File: src/rtl/board_scan_renderer_if.sv
// board_scan_renderer_if: bundles the board RAM read port and the cell-plot helper
// port between the board scan sequencer (master) and its RAM/helper peers (slave).
//
// Handshake: master raises enable for exactly one cycle with x_in/y_in/select
// already stable. The helper answers by raising plot_busy while it draws and
// dropping it when done. Master holds x_in/y_in/select until plot_busy has
// risen and fallen. Board RAM returns board_data one cycle after board_addr.
interface board_scan_renderer_if;
  logic [5:0] board_addr;
  logic [1:0] board_data;
  logic [7:0] x_in;
  logic [6:0] y_in;
  logic [1:0] select;
  logic       enable;
  logic       plot_busy;

  modport master (
    output board_addr, x_in, y_in, select, enable,
    input  board_data, plot_busy
  );

  modport slave (
    input  board_addr, x_in, y_in, select, enable,
    output board_data, plot_busy
  );
endinterface

File: src/rtl/board_scan_renderer.sv
// board_scan_renderer: walks the 8x8 Othello board in row-major order, fetching
// each cell from board RAM and handing origin/picture to the cell-plot helper.
// Optional feature macro: BOARD_CURSOR_EN (cursor cell drawn with select=1).
module board_scan_renderer #(
  parameter int CELL_SIZE = 12,
  parameter int X_ORIGIN  = 32,
  parameter int Y_ORIGIN  = 12,
  parameter int WATCHDOG  = 7
) (
  input  logic                         clock,
  input  logic                         resetn,
  input  logic                         start,
  input  logic [2:0]                   cursor_row,
  input  logic [2:0]                   cursor_col,
  board_scan_renderer_if.master        bus,
  output logic                         busy,
  output logic                         done,
  output logic                         timeout,
  output logic [2:0]                   dbg_state
);

  typedef enum logic [2:0] {
    IDLE    = 3'd0,
    FETCH   = 3'd1,
    LOAD    = 3'd2,
    FIRE    = 3'd3,
    WAIT_HI = 3'd4,
    WAIT_LO = 3'd5,
    NEXT    = 3'd6
  } state_t;

  state_t     state;
  state_t     state_nx;
  logic [5:0] index;
  logic [7:0] wd;
  logic [7:0] x_reg;
  logic [6:0] y_reg;
  logic [1:0] sel_reg;
  logic [7:0] x_calc;
  logic [6:0] y_calc;
  logic [1:0] sel_calc;
  logic       wd_expired;
  logic       last_cell;

  assign last_cell  = (index == 6'd63);
  assign wd_expired = (wd == 8'(WATCHDOG - 1));

  // Pixel origin of the current cell; both wrap at their port width.
  assign x_calc = 8'(X_ORIGIN) + ({5'd0, index[2:0]} * 8'(CELL_SIZE));
  assign y_calc = 7'(Y_ORIGIN) + ({4'd0, index[5:3]} * 7'(CELL_SIZE));

`ifdef BOARD_CURSOR_EN
  logic cursor_hit;
  assign cursor_hit = ({cursor_row, cursor_col} == index);
`else
  logic unused_cursor;
  assign unused_cursor = ^{cursor_row, cursor_col};
`endif

  // Picture select from occupancy, with the cursor overriding when enabled.
  always_comb begin
    sel_calc = 2'd0;
    case (bus.board_data)
      2'b01:   sel_calc = 2'd2;
      2'b10:   sel_calc = 2'd3;
      default: sel_calc = 2'd0;
    endcase
`ifdef BOARD_CURSOR_EN
    if (cursor_hit) sel_calc = 2'd1;
`endif
  end

  // State register; reset returns to IDLE at once so enable drops asynchronously.
  always_ff @(posedge clock or negedge resetn) begin
    if (!resetn) state <= IDLE;
    else         state <= state_nx;
  end

  // Next-state logic and the state-decoded outputs.
  always_comb begin
    state_nx = state;
    case (state)
      IDLE:    if (start) state_nx = FETCH;
      FETCH:   state_nx = LOAD;
      LOAD:    state_nx = FIRE;
      FIRE:    state_nx = WAIT_HI;
      WAIT_HI: begin
        if (bus.plot_busy)   state_nx = WAIT_LO;
        else if (wd_expired) state_nx = NEXT;
      end
      WAIT_LO: if (!bus.plot_busy) state_nx = NEXT;
      NEXT:    state_nx = last_cell ? IDLE : FETCH;
      default: state_nx = IDLE;
    endcase
  end

  assign bus.enable     = (state == FIRE);
  assign busy           = (state != IDLE);
  assign bus.board_addr = index;
  assign bus.x_in       = x_reg;
  assign bus.y_in       = y_reg;
  assign bus.select     = sel_reg;
  assign dbg_state      = state;

  // Datapath: cell index, latched plot outputs, watchdog and frame flags.
  always_ff @(posedge clock or negedge resetn) begin
    if (!resetn) begin
      index   <= 6'd0;
      wd      <= 8'd0;
      x_reg   <= 8'd0;
      y_reg   <= 7'd0;
      sel_reg <= 2'd0;
      done    <= 1'b0;
      timeout <= 1'b0;
    end else begin
      done <= (state == NEXT) && last_cell;
      case (state)
        IDLE: begin
          if (start) begin
            index   <= 6'd0;
            timeout <= 1'b0;
          end
        end
        LOAD: begin
          x_reg   <= x_calc;
          y_reg   <= y_calc;
          sel_reg <= sel_calc;
        end
        FIRE: wd <= 8'd0;
        WAIT_HI: begin
          if (!bus.plot_busy) begin
            if (wd_expired) timeout <= 1'b1;
            else            wd <= wd + 8'd1;
          end
        end
        NEXT: if (!last_cell) index <= index + 6'd1;
        default: ;
      endcase
    end
  end

endmodule

File: src/flat_wrapper.sv
// flat-port wrapper written by rule: the top's interface ports become plain ports
module board_scan_renderer_flat 
#(
  parameter int CELL_SIZE = 12,
  parameter int X_ORIGIN  = 32,
  parameter int Y_ORIGIN  = 12,
  parameter int WATCHDOG  = 7
)
  (clock, resetn, start, cursor_row, cursor_col, busy, done, timeout, dbg_state, bus_board_addr, bus_x_in, bus_y_in, bus_select, bus_enable, bus_board_data, bus_plot_busy);
  board_scan_renderer_if bus_i ();
  input  logic clock;
  input  logic resetn;
  input  logic start;
  input  logic [2:0] cursor_row;
  input  logic [2:0] cursor_col;
  output logic busy;
  output logic done;
  output logic timeout;
  output logic [2:0] dbg_state;
  output wire logic [$bits(bus_i.board_addr)-1:0] bus_board_addr;
  output wire logic [$bits(bus_i.x_in)-1:0] bus_x_in;
  output wire logic [$bits(bus_i.y_in)-1:0] bus_y_in;
  output wire logic [$bits(bus_i.select)-1:0] bus_select;
  output wire logic [$bits(bus_i.enable)-1:0] bus_enable;
  input wire logic [$bits(bus_i.board_data)-1:0] bus_board_data;
  input wire logic [$bits(bus_i.plot_busy)-1:0] bus_plot_busy;
  assign bus_board_addr = bus_i.board_addr;
  assign bus_x_in = bus_i.x_in;
  assign bus_y_in = bus_i.y_in;
  assign bus_select = bus_i.select;
  assign bus_enable = bus_i.enable;
  assign bus_i.board_data = bus_board_data;
  assign bus_i.plot_busy = bus_plot_busy;
  board_scan_renderer #(.CELL_SIZE(CELL_SIZE), .X_ORIGIN(X_ORIGIN), .Y_ORIGIN(Y_ORIGIN), .WATCHDOG(WATCHDOG)) u_core (.clock(clock), .resetn(resetn), .start(start), .cursor_row(cursor_row), .cursor_col(cursor_col), .bus(bus_i), .busy(busy), .done(done), .timeout(timeout), .dbg_state(dbg_state));
endmodule
File: config.mk
export PLATFORM = sky130hd
export DESIGN_NAME = board_scan_renderer_flat
export DESIGN_NICKNAME = d
export VERILOG_FILES = /design/src/rtl/board_scan_renderer_if.sv /design/src/rtl/board_scan_renderer.sv /design/src/flat_wrapper.sv
export SDC_FILE = /design/constraint.sdc
export NUM_CORES = 1
export LEC_CHECK = 0
export CAP_MARGIN = 20
export CELL_PAD_IN_SITES_DETAIL_PLACEMENT = 0
export CELL_PAD_IN_SITES_GLOBAL_PLACEMENT = 2
export CORE_UTILIZATION = 31
export CTS_CLUSTER_DIAMETER = 150
export DETAILED_ROUTE_END_ITERATION = 8
export HOLD_SLACK_MARGIN = 0.1
export PLACE_DENSITY_LB_ADDON = 0.1
export SLEW_MARGIN = 20
export SYNTH_ARGS = -nofsm -noshare
export SYNTH_HDL_FRONTEND = slang
export SYNTH_SLANG_ARGS = --single-unit
File: constraint.sdc
create_clock -name clock -period 2.2 [get_ports clock]
set_input_delay 0.33 -clock clock [delete_from_list [all_inputs] [get_ports clock]]
set_output_delay 0.33 -clock clock [all_outputs]
set_load 0.02 [all_outputs]
==> impl_metrics.py <==
metrics = {
    "run_status": {
        "status": "complete, no violations",
    },
    "sta": {
        "fin_crit_sh": 0.926,
        "slew_viol_final": 0,
        "fin_skew_ns": 0.00573,
        "setup-tns-final_ns": 0,
        "hold_viol": 0,
        "finalSetupViolCount": 0,
        "period_minus_slack_ns": 2.04,
        "rsz0062_at_grt": "false",
        "fmax_mhz": 491,
        "tightest_slew_ns": 0.660,
        "slew_headroom": 0.559,
        "hold-worst-slack_ns": 0.453,
    },
    "routing": {
        "vias": 1338,
        "drt-total-wl_um": 3820,
        "via_per_inst": 4.76,
        "dr.first_iter.drc_count": 42,
        "final_antenna_net_count": 0,
        "routedWlPerCell_um": 13.6,
        "drt_first_pass_iters": 2,
        "drc_errors": 0,
    },
    "setup_path": {
        "end_kind": "output port",
        "rrSetupSlack_ns": 0.30,
        "r2r_cells": 6,
        "worstPathArrival_ns": 1.71,
        "crit_family": "buffers and inverters",
        "cpMaxStageDelayCell": "clkdlybuf4s50_1",
        "cp_cell_sequence": "inv_1, nand3_1, inv_1, clkdlybuf4s50_1",
        "critical_path_class": "reg -> out",
        "startpoint_type": "flop",
        "worst-path-buf-inv": 3,
        "cpMostUsedCell": "inv_1",
        "path_max_fanout": 14,
        "reg2reg_from": "u_core.bus.board_addr[1]$_DFFE_PN0P_",
        "reg2reg_to": "u_core.bus.x_in[6]$_DFFE_PN0P_",
        "critPathRequiredTime_ns": 1.87,
        "critPathMaxStageDelay_ns": 0.60,
    },
    "clocking": {
        "htreeDepth": 2,
        "cts_hold_buf": 0,
        "cts_buffer_depth": 2,
        "path_clk_slew_ns": 0.07,
        "numCtsBuffers": 5,
        "insertion_delay_ns": 0.28,
        "clock_sinks": 32,
        "cts_tree": "built",
        "root_buffer": "clkbuf_8",
    },
    "place": {
        "gp_congestion": 0.701,
        "dpl.hpwl_um": 2770,
        "portBuffers": 31,
    },
    "cells_and_area": {
        "fin_nets": 235,
        "drive_gt1_frac": 0.110,
        "multi_input_area_sq_um": 883,
        "antenna_cells": 0,
        "areaGrowthSynthToFinish_pct": 26.2,
        "fillers": 572,
        "regArea_sq_um": 803,
    },
    "floorplanning": {
        "core_area_sq_um": 5540,
        "die_area_sq_um": 6080,
        "die_y_um": 78.0,
        "start_util": 0.323,
        "ioPinCount": 42,
        "rows": 27,
        "die_w_um": 78.0,
    },
    "logic_synthesis": {
        "synth_edf_count": 0,
        "syn_area_sq_um": 1790,
        "synth_cells": 173,
        "synth_top_area_cell": "dfrtp_1",
        "ys.flop_type": "dfrtp_1",
        "yosys_warnings": 0,
        "ys_seq_area_frac": 0.448,
        "yosysTopAreaCellShare": 0.448,
        "syn_area_per_cell_sq_um": 10.3,
        "synthTopCellsByCount": "dfrtp_1 (32), nand2_1 (20), inv_1 (13), ha_1 (12), o21ai_0 (12)",
        "ys_seq_elements": 32,
        "async_reset_ff_frac": 1.00,
        "synth.distinct_cells": 40,
        "synth.most_common_cell": "dfrtp_1",
        "ys_top_cells_by_area": "dfrtp_1 (45%), ha_1 (8.4%), nand2_1 (4.2%), mux2i_1 (3.9%), mux2_2 (3.8%)",
    },
    "global_routing": {
        "antenna_found_initial": 0,
        "grt_usage": 0.144,
        "gr-total-overflow": 0,
        "grt_max_degree": 33,
        "grt_pass1_wl_um": 6710,
        "grt_pass1_vias": 1397,
    },
    "power": {
        "p_int_w": 0.00146,
        "switchingPower_w": 0.000951,
        "finalPower_w": 0.00241,
        "p_comb_frac": 0.438,
        "seq_power_share": 0.387,
        "p_leak_nw": 1.01,
        "clkPwrFrac": 0.176,
        "power.density_nw_per_um2": 1070,
        "p_sw_frac": 0.395,
        "peakVddDrop_v": 0.000494,
    },
    "min_path": {
        "hold_class": "in -> async",
    },
    "job": {
        "maxCapViolCount": 0,
    },
}
-- final cells by class --
class                           instances  area share
Sequential cell                        32       0.356
Multi-Input combinational cell        120       0.391
Tap cell                               72      0.0399
Clock inverter                          1     0.00222
Timing Repair Buffer                   37       0.157
Inverter                               13      0.0216
Clock buffer                            6      0.0321
-- sequential cells by signal, indices dropped and copies added (netlist names) --
name	cells
u_core.bus.y_in	5
u_core.bus.select	2
u_core.wd	8
u_core.done	1
u_core.bus.board_addr	6
u_core.bus.x_in	6
u_core.timeout	1
u_core.dbg_state	3
-- worst max path at each step --
stage	slack, ns	depth (start not counted)	end	from
after floorplan	0.19	6	u_core.bus.x_in[6]$_DFFE_PN0P_	u_core.bus.board_addr[1]$_DFFE_PN0P_
after global placement	0.26	5	u_core.wd[3]$_DFFE_PN0P_	bus_plot_busy
after detailed placement	0.25	5	u_core.wd[3]$_DFFE_PN0P_	bus_plot_busy
after CTS	0.05	4	bus_enable	u_core.dbg_state[2]$_DFFE_PN0P_
after global routing	0.06	4	bus_enable	u_core.dbg_state[2]$_DFFE_PN0P_
final	0.16	4	bus_enable	u_core.dbg_state[2]$_DFFE_PN0P_
-- metal layers --
layer / vias to the layer above / global-route usage / share of wire
met4: 0 / 0.0500 / 0.014
met1: 656 / 0.171 / 0.46
li1: 653 / - / -
met5: - / 0 / 0
met2: 24 / 0.249 / 0.49
met3: 5 / 0.0412 / 0.038
-- cells in the final DEF, fill, tap and decap left out, types with 2 or more instances in the layout --
| cell | n |
|---|---|
| nor2b_1 | 3 |
| nor2_1 | 8 |
| nand2b_1 | 2 |
| mux2i_1 | 7 |
| conb_1 | 4 |
| dfrtp_2 | 2 |
| o21bai_1 | 2 |
| fa_1 | 2 |
| buf_4 | 6 |
| xnor2_1 | 6 |
| dfrtp_1 | 30 |
| and4_1 | 2 |
| clkdlybuf4s50_1 | 31 |
| o21ai_0 | 12 |
| nand3_1 | 5 |
| nand4_1 | 4 |
| clkbuf_8 | 5 |
| nand2_1 | 20 |
| a21oi_1 | 4 |
| mux2_2 | 6 |
| ha_1 | 12 |
| xor2_1 | 2 |
| inv_1 | 13 |
| a22o_1 | 2 |
-- per-stage QoR --
stage | std cells | instance area (sq um) | util | setup slack [ns]
after detailed placement | 274 | 2180 | 0.393 | 0.248
after floorplan | 176 | 1800 | - | 0.191
after global routing | 281 | 2260 | 0.408 | 0.0572
final | 281 | 2260 | 0.408 | 0.162
after CTS | 281 | 2260 | 0.407 | 0.0509
after global placement | 274 | 2180 | 0.393 | 0.261
-- kinds of logic after synthesis --
kind of cell / count (synthesis) / synth area share
XOR/XNOR: 8 / 0.0392
other: 1 / 0.00210
AO/OA/AOI/OAI: 28 / 0.105
flip-flops: 32 / 0.448
AND/OR/NAND/NOR: 53 / 0.158
adder cells (fa/ha/maj): 14 / 0.106
buffers and inverters: 24 / 0.0650
multiplexers: 13 / 0.0769
-- timing repair --
action / 4_1_cts / 5_1_grt
endpoints found under the hold margin: 0 / 0
gates resized for setup: 0 / 2
setup buffers: 0 / 0
endpoints found under the setup margin: 0 / 2
-- power groups by stage --
stage	Combinational, W	Sequential [W]	Clock, W
floorplan	0.000512	0.00103	0
global placement	0.00105	0.000927	0
detailed placement	0.00107	0.000933	0
CTS	0.00107	0.000928	0.000444
global route	0.00115	0.000968	0.000470
finish	0.00105	0.000930	0.000423
(Power assumes the default switching activity.)
